$ cat src/rtl/forward_ctrl.sv
// Operand-forwarding and load-use hazard control for the EX-stage operand muxes.
// Tracks destination tags for EX and MEM and registers the mux selects on each ID->EX advance.
package forward_ctrl_pkg;
  typedef enum logic [1:0] {
    ZERO    = 2'd0,
    DEFAULT = 2'd1,
    TOP     = 2'd2,
    BOTTOM  = 2'd3
  } cmd_t;
endpackage

module forward_ctrl
  import forward_ctrl_pkg::*;
#(
  parameter int REG_W = 5,
  parameter int NREGS = 32
) (
  input  logic             clk,
  input  logic             rst,
  input  logic             hold,
  input  logic             flush,
  input  logic             id_valid,
  input  logic [REG_W-1:0] id_rs1,
  input  logic [REG_W-1:0] id_rs2,
  input  logic             id_rs1_used,
  input  logic             id_rs2_used,
  input  logic [REG_W-1:0] id_rd,
  input  logic             id_rd_we,
  input  logic             id_is_load,
  output logic             stall,
  output logic             ex_valid,
  output cmd_t             ex_cmd1,
  output cmd_t             ex_cmd2
);

  if (NREGS > (1 << REG_W)) begin : g_bad_params
    $error("forward_ctrl: NREGS does not fit in REG_W bits");
  end

  logic             ex_valid_q, ex_we_q, ex_load_q;
  logic [REG_W-1:0] ex_rd_q;
  logic             mem_valid_q, mem_we_q;
  logic [REG_W-1:0] mem_rd_q;
  cmd_t             ex_cmd1_q, ex_cmd2_q;

  cmd_t             sel1_d, sel2_d;
  logic             ex_hit1, ex_hit2, mem_hit1, mem_hit2;
  logic             ex_load_live;

  assign ex_hit1  = ex_valid_q  && ex_we_q  && (ex_rd_q  == id_rs1);
  assign ex_hit2  = ex_valid_q  && ex_we_q  && (ex_rd_q  == id_rs2);
  assign mem_hit1 = mem_valid_q && mem_we_q && (mem_rd_q == id_rs1);
  assign mem_hit2 = mem_valid_q && mem_we_q && (mem_rd_q == id_rs2);

  // rs==0 resolves to ZERO before any tag compare, so rd=0 entries never forward.
  always_comb begin
    sel1_d = DEFAULT;
    if (id_rs1_used) begin
      if (id_rs1 == '0)  sel1_d = ZERO;
      else if (ex_hit1)  sel1_d = TOP;
      else if (mem_hit1) sel1_d = BOTTOM;
    end
  end

  always_comb begin
    sel2_d = DEFAULT;
    if (id_rs2_used) begin
      if (id_rs2 == '0)  sel2_d = ZERO;
      else if (ex_hit2)  sel2_d = TOP;
      else if (mem_hit2) sel2_d = BOTTOM;
    end
  end

  assign ex_load_live = ex_valid_q && ex_load_q && ex_we_q && (ex_rd_q != '0);
  assign stall = id_valid && ex_load_live &&
                 ((id_rs1_used && (id_rs1 == ex_rd_q)) ||
                  (id_rs2_used && (id_rs2 == ex_rd_q)));

  always_ff @(posedge clk) begin
    if (rst) begin
      ex_valid_q  <= 1'b0;
      ex_we_q     <= 1'b0;
      ex_load_q   <= 1'b0;
      ex_rd_q     <= '0;
      mem_valid_q <= 1'b0;
      mem_we_q    <= 1'b0;
      mem_rd_q    <= '0;
      ex_cmd1_q   <= DEFAULT;
      ex_cmd2_q   <= DEFAULT;
    end else if (flush) begin
      ex_valid_q  <= 1'b0;
      mem_valid_q <= 1'b0;
      ex_cmd1_q   <= DEFAULT;
      ex_cmd2_q   <= DEFAULT;
    end else if (!hold) begin
      mem_valid_q <= ex_valid_q;
      mem_we_q    <= ex_we_q;
      mem_rd_q    <= ex_rd_q;
      if (id_valid && !stall) begin
        ex_valid_q <= 1'b1;
        ex_we_q    <= id_rd_we;
        ex_load_q  <= id_is_load;
        ex_rd_q    <= id_rd;
        ex_cmd1_q  <= sel1_d;
        ex_cmd2_q  <= sel2_d;
      end else begin
        ex_valid_q <= 1'b0;
        ex_we_q    <= 1'b0;
        ex_load_q  <= 1'b0;
        ex_cmd1_q  <= DEFAULT;
        ex_cmd2_q  <= DEFAULT;
      end
    end
  end

  assign ex_valid = ex_valid_q;
  assign ex_cmd1  = ex_cmd1_q;
  assign ex_cmd2  = ex_cmd2_q;

endmodule

$ cat config.mk
export PLATFORM = sky130hd
export DESIGN_NAME = forward_ctrl
export DESIGN_NICKNAME = d
export VERILOG_FILES = /design/src/rtl/forward_ctrl.sv
export SDC_FILE = /design/constraint.sdc
export NUM_CORES = 1
export LEC_CHECK = 0
export BUFFER_PORTS_ARGS = -buffer_cell sky130_fd_sc_hd__buf_2
export CORE_MARGIN = 2
export CORE_UTILIZATION = 50
export DETAILED_ROUTE_END_ITERATION = 10
export GPL_TIMING_DRIVEN = 0
export PLACE_DENSITY_LB_ADDON = 0.25
export SYNTH_ARGS = -nofsm -noshare
export SYNTH_HDL_FRONTEND = slang
export SYNTH_SLANG_ARGS = --single-unit
$ cat constraint.sdc
create_clock -name clk -period 2.2 [get_ports clk]
set_input_delay 0.33 -clock clk [delete_from_list [all_inputs] [get_ports clk]]
set_output_delay 0.33 -clock clk [all_outputs]
set_load 0.02 [all_outputs]
==> metrics list, run 1 <==
* Pin count of the biggest net entering global routing: 11
* Violation count after the first detailed-route iteration: 39
- At the worst endpoint, the arrival time is about 1.8 ns.
- Crit path time final: ~2.1 ns
- Across the VDD grid, the largest voltage drop is around 0.37 mV.
- Nets@finish: 180
- The library cell used most frequently in the layout, excluding fill and tap cells, is sky130_fd_sc_hd__nand2_1.
- Count of standard-cell rows: 16
* Hpwl dp: ~1900 µm
* Drc violations: 0
- The initial utilization of the core area, before any placement, comes to 0.533.
* Maximum clock rate: approximately 0.47 GHz
- Crit-path cells: xnor2_1 -> nand4_1 -> or3_4 -> o22ai_1 -> buf_2
* Average vias per placed instance: 5.58
- Buffers inserted during clock tree synthesis total 3.
* Total setup violations reported at the end of the flow: 0
- Sum of negative setup slack: 0 ns
* Most frequent cells in the layout: sky130_fd_sc_hd__nand2_1 (28), sky130_fd_sc_hd__buf_2 (27), sky130_fd_sc_hd__dfxtp_1 (14)
- Post-synthesis cell area: 1060 µm²
* Final core area utilization: 0.638
- Die Y: about 50 µm
- In this run, placement finished with an instance count of 178.
- In this run the standard cell core region covers 1980 µm².
* Count of boundary I/O pins: 30
* Residual antenna-violating net count after detailed routing: 0
- At the pin with the least slew margin, the transition time is ~0.50 ns.
- 0 antenna diodes ended up in the layout.
- In this run the horizontal extent of the chip is 50.0 µm.
- Run status: finished, final reports clean
- Of the total power, the clock network draws 0.285.
- The floorplan step defined a die boundary enclosing 2500 µm².
- Aggregate routed wire length: 2560 µm
* Count of fill cells added during filler insertion: around 180
* Syn Inst Count: between 100 and 150
* Power per standard cell area: around 500 nW/µm²
* Max_slew headroom: 0.669
- The tree is rooted in a sky130_fd_sc_hd__clkbuf_4.
* Average size of a mapped cell: between 8 and 9 µm²
- Kind of end point of the critical path: output pin
- Flip-flop and latch count after synthesis: 19
- The share of the Yosys chip area taken by registers is 0.360.
- The total overflow left after global routing is 0.
* Seq pwr share: 0.564
- The via count of the first global-routing pass is 934.
- Number of iterations in the first detailed-routing pass: 4
- The number of nets in the synthesized netlist is about 150.
- The number of slew-limit violations in the final report came to 0.
- Hold Vio Cnt, Final: 0
- Leak pwr: between 0.0005 and 0.0006 µW
- Max-cap violations in this run came to 0.
* Number of warning messages in the yosys log: 0
- Clock latency on the worst-skew pair, taken at its later pin, is roughly 0.3 ns.
* Power, Total: 637 µW
* Data required time at the worst endpoint: about 1.9 ns
- Area growth, synth to finish: 19.5%
- On the critical path, the stage with the largest delay is an instance of sky130_fd_sc_hd__or3_4.
- In the finished design, the share of the clock period the worst path needs comes to 0.977.
- Count of vias placed by the detailed router: ~1000
- Internal power comes to approximately 470 µW.
- The analysis attributes to net switching a power of 172 µW.
- Longest individual stage delay on the worst path: around 0.43 ns
- The number of antenna violations at the first check in global routing came to 0.
- H-tree level count: 1
- Of the total power, combinational logic draws 0.151.
- Clock slew seen by the registers of the worst setup and hold paths: 0.11 ns
- STA classifies the critical path startpoint as a flip-flop.
* Final worst clock skew: 0.00297 ns
* Startpoint-to-endpoint class of the critical path: reg -> out
* Gp weighted congestion: approximately 0.95
* Maximum fanout encountered on the critical timing path: 5
- Buf/Inv on CP: 1
- Final cell count without fillers: ~180
- Setup repair after global routing left no endpoint under its margin.
* Kind of cell adding the most delay to the critical path: simple AND/OR/NAND/NOR gates
- Aggregate global-route resource usage: 0.212
- The path class of the tightest hold or removal check is in -> reg.
- In the final layout, the share of cells above drive strength 1 is 0.258.
- Of the total power, the share spent switching nets is 0.270.
* Distinct cell type count after synthesis: 30
- Avg WL per Cell: 14.1 µm
- Number of buffers inserted by port buffering: 27
- Sinks on Clock Net: 19
- The first global-routing pass estimated a little under 4000 µm of wire.
* Clock tree from TritonCTS: yes
- Buffer depth of the longest clock path: 2
-- cell type report --
cell class,count,area [µm²],share of cell area
inverter,2,7.51,0.00594
sequential,19,387,0.306
timing repair buffer,27,135,0.107
tap,27,33.8,0.0267
clock buffer,4,26.3,0.0208
buffer,5,26.3,0.0208
multi-input combinational,98,648,0.513
-- repair_timing --
action,CTS,global route
hold buffers,0,0
endpoints found under the setup margin,0,1
hold endpoints to repair,0,0
gates resized for setup,0,6
buffers inserted,0,0
-- synthesized netlist by cell type --
cell	instances	area [µm²]
sky130_fd_sc_hd__o221ai_2	1	15.0
sky130_fd_sc_hd__o31ai_1	2	15.0
sky130_fd_sc_hd__and3_1	4	25.0
sky130_fd_sc_hd__a21boi_1	1	7.51
sky130_fd_sc_hd__nor2b_1	1	6.26
sky130_fd_sc_hd__nor3_1	1	5.00
sky130_fd_sc_hd__nor4_1	2	12.5
sky130_fd_sc_hd__inv_1	2	7.51
sky130_fd_sc_hd__nor2_1	2	7.51
sky130_fd_sc_hd__o2bb2ai_1	2	17.5
sky130_fd_sc_hd__xnor2_1	10	87.6
sky130_fd_sc_hd__nand2_1	28	105
sky130_fd_sc_hd__or3_1	1	6.26
sky130_fd_sc_hd__o21ai_1	2	10.0
sky130_fd_sc_hd__o221a_1	1	11.3
sky130_fd_sc_hd__dfxtp_1	19	380
sky130_fd_sc_hd__or3_4	1	11.3
sky130_fd_sc_hd__or2_2	1	6.26
sky130_fd_sc_hd__o21a_1	2	15.0
sky130_fd_sc_hd__nand3_1	2	10.0
sky130_fd_sc_hd__buf_6	1	11.3
sky130_fd_sc_hd__o22ai_1	1	6.26
sky130_fd_sc_hd__nand4_1	4	25.0
sky130_fd_sc_hd__o32a_1	2	20.0
sky130_fd_sc_hd__a31o_1	2	17.5
sky130_fd_sc_hd__mux2i_1	6	60.1
sky130_fd_sc_hd__or4_1	3	22.5
sky130_fd_sc_hd__a21oi_1	6	30.0
sky130_fd_sc_hd__clkbuf_1	4	15.0
sky130_fd_sc_hd__xor2_1	10	87.6
-- flip-flops by register name, indices dropped and copies added (netlist names) --
signal       count
mem_valid_q      1
ex_we_q          1
mem_rd_q         5
ex_rd_q          5
mem_we_q         1
ex_valid         1
ex_load_q        1
ex_cmd1          2
ex_cmd2          2
-- stage by stage --
step	instance area, µm²	hold slack (ns)	worst slack, ns
finish	1260	0.217	0.0508
global route	1260	0.219	0.000838
CTS	1250	0.221	0.00777
detailed placement	1230	0.465	0.274
global placement	1230	0.454	0.321
floorplan	1060	0.409	0.449
-- logic make-up after synthesis --
group,share of synthesized area
AO/OA/AOI/OAI,0.156
XOR/XNOR,0.166
buffers and inverters,0.0320
flip-flops,0.360
multiplexers,0.0568
AND/OR/NAND/NOR,0.230
-- metal layers --
metal  share of wire  up-vias  wire length (µm)  GRT usage
met5               0        -                 0          0
met4           0.036        0                91      0.125
met3           0.066       10               168     0.0394
met2            0.48       41              1230      0.344
met1            0.42      464              1080      0.258
li1                -      500                 -          -
-- power groups by stage --
stage,combinational (µW),clock [µW],sequential (µW)
floorplan,54.1,0,365
global placement,90.2,0,366
detailed placement,94.1,0,367
CTS,94.7,181,359
global route,105,193,361
finish,96.3,182,359
-- worst paths after layout --
check	start	end	slack, ns	cells past startpoint
setup / recovery	ex_rd_q[2]	stall	0.05	5
hold reg to reg	ex_cmd1[1]	ex_cmd1[1]	0.48	2
setup reg to reg	ex_rd_q[1]	ex_cmd2[0]	0.32	4
hold / removal	flush	mem_valid_q	0.22	2
Power figures use the tool's default switching activity.
==> run 2: changes to the inputs <==
==> constraint.sdc (replaced) <==
create_clock -name clk -period 2.2 [get_ports clk]
set_input_delay 0.55 -clock clk [delete_from_list [all_inputs] [get_ports clk]]
set_output_delay 0.55 -clock clk [all_outputs]
set_load 0.02 [all_outputs]
==> metrics list, run 2 (same netlist as run 1, synthesis figures left out) <==
- Clock power share: 0.281 (-0.004)
- Max_slew headroom: 0.675 (+0.00658)
- Hold Vio Cnt, Final: 0 (unchanged)
- Residual antenna-violating net count after detailed routing: 0 (unchanged)
- Leak pwr: 0.000564 µW (+10%)
- The via count of the routed design came to 1035 (+2.0%).
- Most frequent cells in the layout: sky130_fd_sc_hd__nand2_1 (28), sky130_fd_sc_hd__buf_2 (26), sky130_fd_sc_hd__dfxtp_1 (14)
- H-tree level count: 1 (unchanged)
* Clk_lat worst skew: 0.30 ns (about the same)
- FF-to-FF setup slack: 0.18 ns (-0.14 ns)
- The largest registers in the layout are ex_rd_q (5), mem_rd_q (5).
- Pin count of the biggest net entering global routing: 11 (unchanged)
- STA classifies the critical path startpoint as a flip-flop.
* Initial antenna violation count: 0 (unchanged)
- Leaving out fill and tap cells, the most frequent cell in the layout is sky130_fd_sc_hd__nand2_1.
- The area of the die is 2500 µm² (unchanged).
- The net count of the finished layout is 186 (+3.3%).
- Starting density of the core: 0.533 (unchanged)
* Final worst clock skew: 0.00452 ns (+0.00155 ns)
- Aggregate global-route resource usage: 0.247 (+0.0346)
- The highest clock rate came to 0.447 GHz (-3.9%).
- The critical path depth came to 4 (-1).
- The detailed router's first-iteration violation count is 32 (-18%).
- The instance count along the most critical hold path was 2 (unchanged).
* Max cap viols: 0 (unchanged)
- Overall die width: 50.0 µm (unchanged)
- Grt total ovfl: 0 (unchanged)
- Startpoint-to-endpoint class of the critical path: reg -> out
- Placement-stage worst setup slack: -0.0827 ns (-0.356 ns)
* Internal Power: 469 µW (+0.86%)
* Number of buffers inserted by port buffering: 27 (unchanged)
- The total routed wirelength is 2850 µm (+11%).
* Endpoint arrival time on the critical path: 1.69 ns (-0.13 ns)
* Least-Margin Pin Slew: 0.485 ns (-0.00984 ns)
* Max rail drop VDD: 0.379 mV (+1.5%)
- The part of the power in registers came to 0.550 (-0.014).
* Diodes inserted: 0 (unchanged)
- The vias per cell is 5.51 (-1.3%).
- The minimum setup slack in the final design is -0.0356 ns (-0.0864 ns).
- The maximum buffer depth of the clock tree was 2 (unchanged).
- Number of global-route vias before repair: 1012 (+8.4%)
- Type of the most critical hold path: in -> reg
* Area growth, synth to finish: 32.0%
- Run status: finished with violations
- Count of pins over their slew limit: 0 (unchanged)
- Hold-fix buffer count after cts: 0 (unchanged)
- Count of standard-cell rows: 16 (unchanged)
- The buffer and inverter count on the worst path is 1 (unchanged).
* Power per standard cell area: 465 nW/µm² (-7.8%)
- The biggest fanout along the worst timing path came to 5 (unchanged).
- Data required time at the worst endpoint: 1.65 ns (-0.22 ns)
- Traced cell by cell, the critical path runs through or4_4 -> o21ai_4 -> o22ai_2 -> buf_6.
- The switching part of the total power came to 0.277 (+0.00702).
- Violations in the final reports: setup timing
* Core footprint: 1980 µm² (unchanged)
- Count of fill cells added during filler insertion: 157 (-10%)
- Clock tree from TritonCTS: yes
- The kind of cell with the highest combined delay along the critical path is simple AND/OR/NAND/NOR gates.
- Number of buffers added by the clock tree synthesis step: 3 (unchanged)
- The clock transition at the registers of the reported paths came to 0.11 ns (about the same).
- Gp weighted congestion: 0.948 (unchanged)
- The final worst-path cycle share was 1.02 (+0.0393).
- Drc violations: 0 (unchanged)
- Number of iterations in the first detailed-routing pass: 4 (unchanged)
- CTS Root Buffer Type: sky130_fd_sc_hd__clkbuf_4
* Die Y: 50.0 µm (unchanged)
* Switching power: 180 µW (+4.5%)
* Longest individual stage delay on the worst path: 0.58 ns (+0.15 ns)
- Power, Total: 649 µW (+1.8%)
- Critical-path top delay cell: sky130_fd_sc_hd__or4_4
- Combinational fraction of design power: 0.169 (+0.018)
- Hpwl dp: 1950 µm (unchanged)
- Ratio of cells with drive above 1 in the final layout: 0.342 (+0.0836)
- The setup violation total in the final timing report came to 1 (+1).
- The final routed wire length divided by cell count is 15.1 µm (+7.5%).
- First-pass GRT wire length: 4580 µm (+15%)
- The cell depth of the worst flop-to-flop path is 6 (+2).
* Crit path time final: 2.24 ns (+0.0864 ns)
- Sinks on Clock Net: 19 (unchanged)
* Kind of end point of the critical path: output pin
- Unrepaired setup endpoints after global routing: true
- Count of boundary I/O pins: 30 (unchanged)
==> run 2: power by group through the flow <==
| stage | clock (µW) | combinational [µW] | sequential (µW) |
|---|---|---|---|
| floorplan | 0 | 54.1 | 365 |
| finish | 182 | 110 | 357 |
| global route | 193 | 119 | 358 |
| CTS | 181 | 107 | 357 |
| global placement | 0 | 90.2 | 366 |
| detailed placement | 0 | 94.1 | 367 |
==> run 2: layout make-up <==
type                    instances  area (µm²)  share of cell area
inverters                       2        7.51             0.00538
plain buffers                   5        26.3              0.0188
well taps                      27        33.8              0.0242
clock buffers                   4        26.3              0.0188
repair buffers                 33         186               0.134
multi-input cells              98         718               0.515
flip-flops and latches         19         397               0.284
==> run 2: routing by layer <==
layer / vias up / GRT usage / wire length, µm
met5: - / 0 / 0
met4: 0 / 0.102 / 57
met3: 7 / 0.0394 / 116
met2: 33 / 0.439 / 1480
met1: 479 / 0.290 / 1190
li1: 516 / - / -
==> run 2: through the flow <==
stage | hold slack [ns] | instances | util | area (µm²) | TNS [ns]
floorplan | 0.441 | 124 | - | 1060 | 0
global placement | 0.454 | 178 | 0.619 | 1230 | -0.0668
detailed placement | 0.465 | 178 | 0.619 | 1230 | -0.0827
CTS | 0.441 | 187 | 0.695 | 1380 | -0.00577
global route | 0.438 | 188 | 0.704 | 1400 | -0.0738
finish | 0.444 | 188 | 0.704 | 1400 | -0.0356
==> run 2: repair_timing <==
action | 4_1_cts | 5_1_grt
buffers inserted | 5 | 1
gates resized for setup | 21 | 2
pin swaps | 8 | 6
setup endpoints to repair | 1 | 1
==> run 2: worst paths after layout <==
| path | from | to |
|---|---|---|
| hold / removal | flush | mem_valid_q |
| setup reg to reg | ex_rd_q[3] | ex_cmd2[0] |
| setup / recovery | ex_rd_q[3] | stall |
| hold reg to reg | ex_cmd1[1] | ex_cmd1[1] |
==> run 3: changes to the inputs <==
- RECOVER_POWER: default -> 25
==> metrics list, run 3 (same netlist as run 1, synthesis figures left out) <==
* Count of vias placed by the detailed router: 1032 (-0.29%)
- Unrepaired setup endpoints after global routing: true
- Starting density of the core: 0.533 (unchanged)
- Initial antenna violation count: 0 (unchanged)
- Power per standard cell area: 467 nW/µm² (+0.44%)
- The signal on the critical path passes through or4_4 -> o21ai_4 -> o22ai_2 -> buf_6.
* Sinks on Clock Net: 19 (unchanged)
* Internal Power: 469 µW (about the same)
- The tree is rooted in a sky130_fd_sc_hd__clkbuf_4.
- Area occupied by multi-input gates: 718 µm² (unchanged)
- The horizontal die dimension was 50.0 µm (unchanged).
- Hold-critical path depth: 2 (unchanged)
- Kind of end point of the critical path: output pin
- The biggest fanout along the worst timing path is 5 (unchanged).
* Start of the worst register-to-register path: ex_rd_q[3]
- The area growth from synthesis to layout is 31.5%.
* Die Y: 50.0 µm (unchanged)
* Core footprint: 1980 µm² (unchanged)
* Ratio of cells with drive above 1 in the final layout: 0.317 (-0.0248)
- Clock slew seen by the registers of the worst setup and hold paths: 0.11 ns (about the same)
- The cell depth of the worst flop-to-flop path came to 6 (unchanged).
- Number of global-route vias before repair: 1012 (unchanged)
- The H-tree depth was 1 (unchanged).
* DP Cell Count: 178 (unchanged)
- The detailed router's first-iteration violation count is 34 (+6.3%).
- Crit path time final: 2.24 ns (-0.000549 ns)
* Leak pwr: 0.000553 µW (-2.0%)
* Average vias per placed instance: 5.49 (-0.29%)
* Aggregate global-route resource usage: 0.247 (unchanged)
- Data required time at the worst endpoint: 1.65 ns (about the same)
* Final cell count without fillers: 188 (unchanged)
- The number of I/O port buffers was 27 (unchanged).
- Met1 routed wirelength after detailed routing: 1200 µm (+0.59%)
* Switching Fraction: 0.277 (+0.000582)
- The total I/O pin count came to 30 (unchanged).
* Total setup violations reported at the end of the flow: 1 (unchanged)
- Hold Path End: mem_valid_q
- In this run the critical register-to-register path is captured at ex_cmd2[0].
- Endpoint arrival time on the critical path: 1.69 ns (about the same)
* Die outline area: 2500 µm² (unchanged)
- Longest individual stage delay on the worst path: 0.58 ns (about the same)
- The total routed wirelength is 2850 µm (+0.18%).
- Grt total ovfl: 0 (unchanged)
- The critical path depth came to 4 (unchanged).
- Max_slew headroom: 0.671 (-0.00429)
* Footprint of the flip-flops and latches: 397 µm² (unchanged)
- Largest registers in the final layout: ex_rd_q (5), mem_rd_q (5)
- Clock tree from TritonCTS: yes
- The transition time at the pin with the least slew margin came to 0.492 ns (+0.00641 ns).
* Switching power: 180 µW (+0.29%)
- The worst setup slack before clock tree synthesis came to -0.0827 ns (unchanged).
- Critical-path top delay cell: sky130_fd_sc_hd__or4_4
- The HPWL after detailed placement came to 1950 µm (unchanged).
- The number of nets with antenna violations after detailed routing is 0 (unchanged).
* Routed length on met2: 1480 µm (-0.14%)
* Avg WL per Cell: 15.2 µm (+0.18%)
* Pin count of the biggest net entering global routing: 11 (unchanged)
- Count of pins over their slew limit: 0 (unchanged)
* Worst setup SP type: flip-flop
* Max rail drop VDD: 0.381 mV (+0.62%)
- Nets@finish: 186 (unchanged)
- The TritonCTS buffer count was 3 (unchanged).
- The critical path is of the reg -> out type.
- The buffer and inverter count on the worst path was 1 (unchanged).
* Clock power share: 0.281 (about the same)
- The total of hold buffers inserted after clock tree synthesis is 0 (unchanged).
- The total inserted antenna cells came to 0 (unchanged).
* Max cap viols: 0 (unchanged)
- Run status: finished with violations
- The standard-cell row count was 16 (unchanged).
- The minimum setup slack in the final design came to -0.0351 ns (+0.000549 ns).
* First-pass GRT wire length: 4580 µm (unchanged)
- The met3 routed wirelength is 116 µm (unchanged).
* Violations in the final reports: setup timing
- Count of fill cells added during filler insertion: 159 (+1.3%)
* Final worst clock skew: 0.00350 ns (-0.00102 ns)
- FF-to-FF setup slack: 0.18 ns (about the same)
- The library cell used most frequently in the layout, excluding fill and tap cells, is sky130_fd_sc_hd__nand2_1.
- Type of the most critical hold path: in -> reg
- The logic gate share of total power was 0.169 (about the same).
- The remaining design rule violation count was 0 (unchanged).
* Kind of cell adding the most delay to the critical path: simple AND/OR/NAND/NOR gates
* Hold path startpoint: flush
- The hold violation count in the final report was 0 (unchanged).
* Gp weighted congestion: 0.948 (unchanged)
- Buffer depth of the longest clock path: 2 (unchanged)
- Most frequent cells in the layout: sky130_fd_sc_hd__nand2_1 (28), sky130_fd_sc_hd__buf_2 (22), sky130_fd_sc_hd__dfxtp_1 (14)
- Uppermost layer routed: met4
- Clk_lat worst skew: 0.30 ns (about the same)
* Fin crit share: 1.02 (about the same)
- Maximum clock rate: 0.447 GHz (about the same)
- The part of the power in registers is 0.550 (about the same).
- The first-pass iteration count of the detailed router came to 4 (unchanged).
==> run 3: cell count changes in the layout (fill, tap and decap cells not counted), sizes merged <==
cell	previous run	this run
buf	34	30
clkbuf	8	12
==> run 3: final cells by class <==
| class | instances | area share |
|---|---|---|
| inverters | 2 | 0.00540 |
| well taps | 27 | 0.0243 |
| clock buffers | 4 | 0.0189 |
| plain buffers | 5 | 0.0189 |
| flip-flops and latches | 19 | 0.285 |
| repair buffers | 33 | 0.131 |
| multi-input cells | 98 | 0.517 |
==> run 3: timing repair <==
item	in CTS	in global routing
cloned	0	0
pin swaps	8	6
resized for setup	21	2
setup buffers	5	1
setup endpoints to repair	1	1
==> run 3: stage by stage <==
step / TNS (ns) / power (µW) / hold WS [ns] / util / instance area (µm²)
final: -0.0351 / 650 / 0.443 / 0.701 / 1390
after global routing: -0.0738 / 670 / 0.438 / 0.701 / 1390
after CTS: -0.00577 / 645 / 0.441 / 0.695 / 1380
after detailed placement: -0.0827 / 461 / 0.465 / 0.619 / 1230
after global placement: -0.0668 / 456 / 0.454 / 0.619 / 1230
after floorplan: 0 / 419 / 0.441 / - / 1060
==> run 3: per-layer routing <==
metal / track usage / up-vias
met4: 0.102 / 0
li1: - / 515
met2: 0.439 / 35
met1: 0.290 / 475
met3: 0.0394 / 7
met5: 0 / -
==> run 3: how the worst max path moves through the flow <==
stage / from / end / slack [ns]
2_1_floorplan: id_rs2[0] / stall / 0.08
3_3_place_gp: id_rs2[0] / stall / -0.07
5_1_grt: ex_rd_q[0] / stall / -0.07
6_report: ex_rd_q[3] / stall / -0.04
3_5_place_dp: id_rs2[3] / stall / -0.08
4_1_cts: ex_rd_q[1] / stall / -0.006
==> run 3: power by group through the flow <==
stage | combinational (µW) | sequential [µW] | clock [µW]
6_report | 110 | 357 | 183
5_1_grt | 119 | 358 | 193
2_1_floorplan | 54.1 | 365 | 0
3_3_place_gp | 90.2 | 366 | 0
3_5_place_dp | 94.1 | 367 | 0
4_1_cts | 107 | 357 | 181
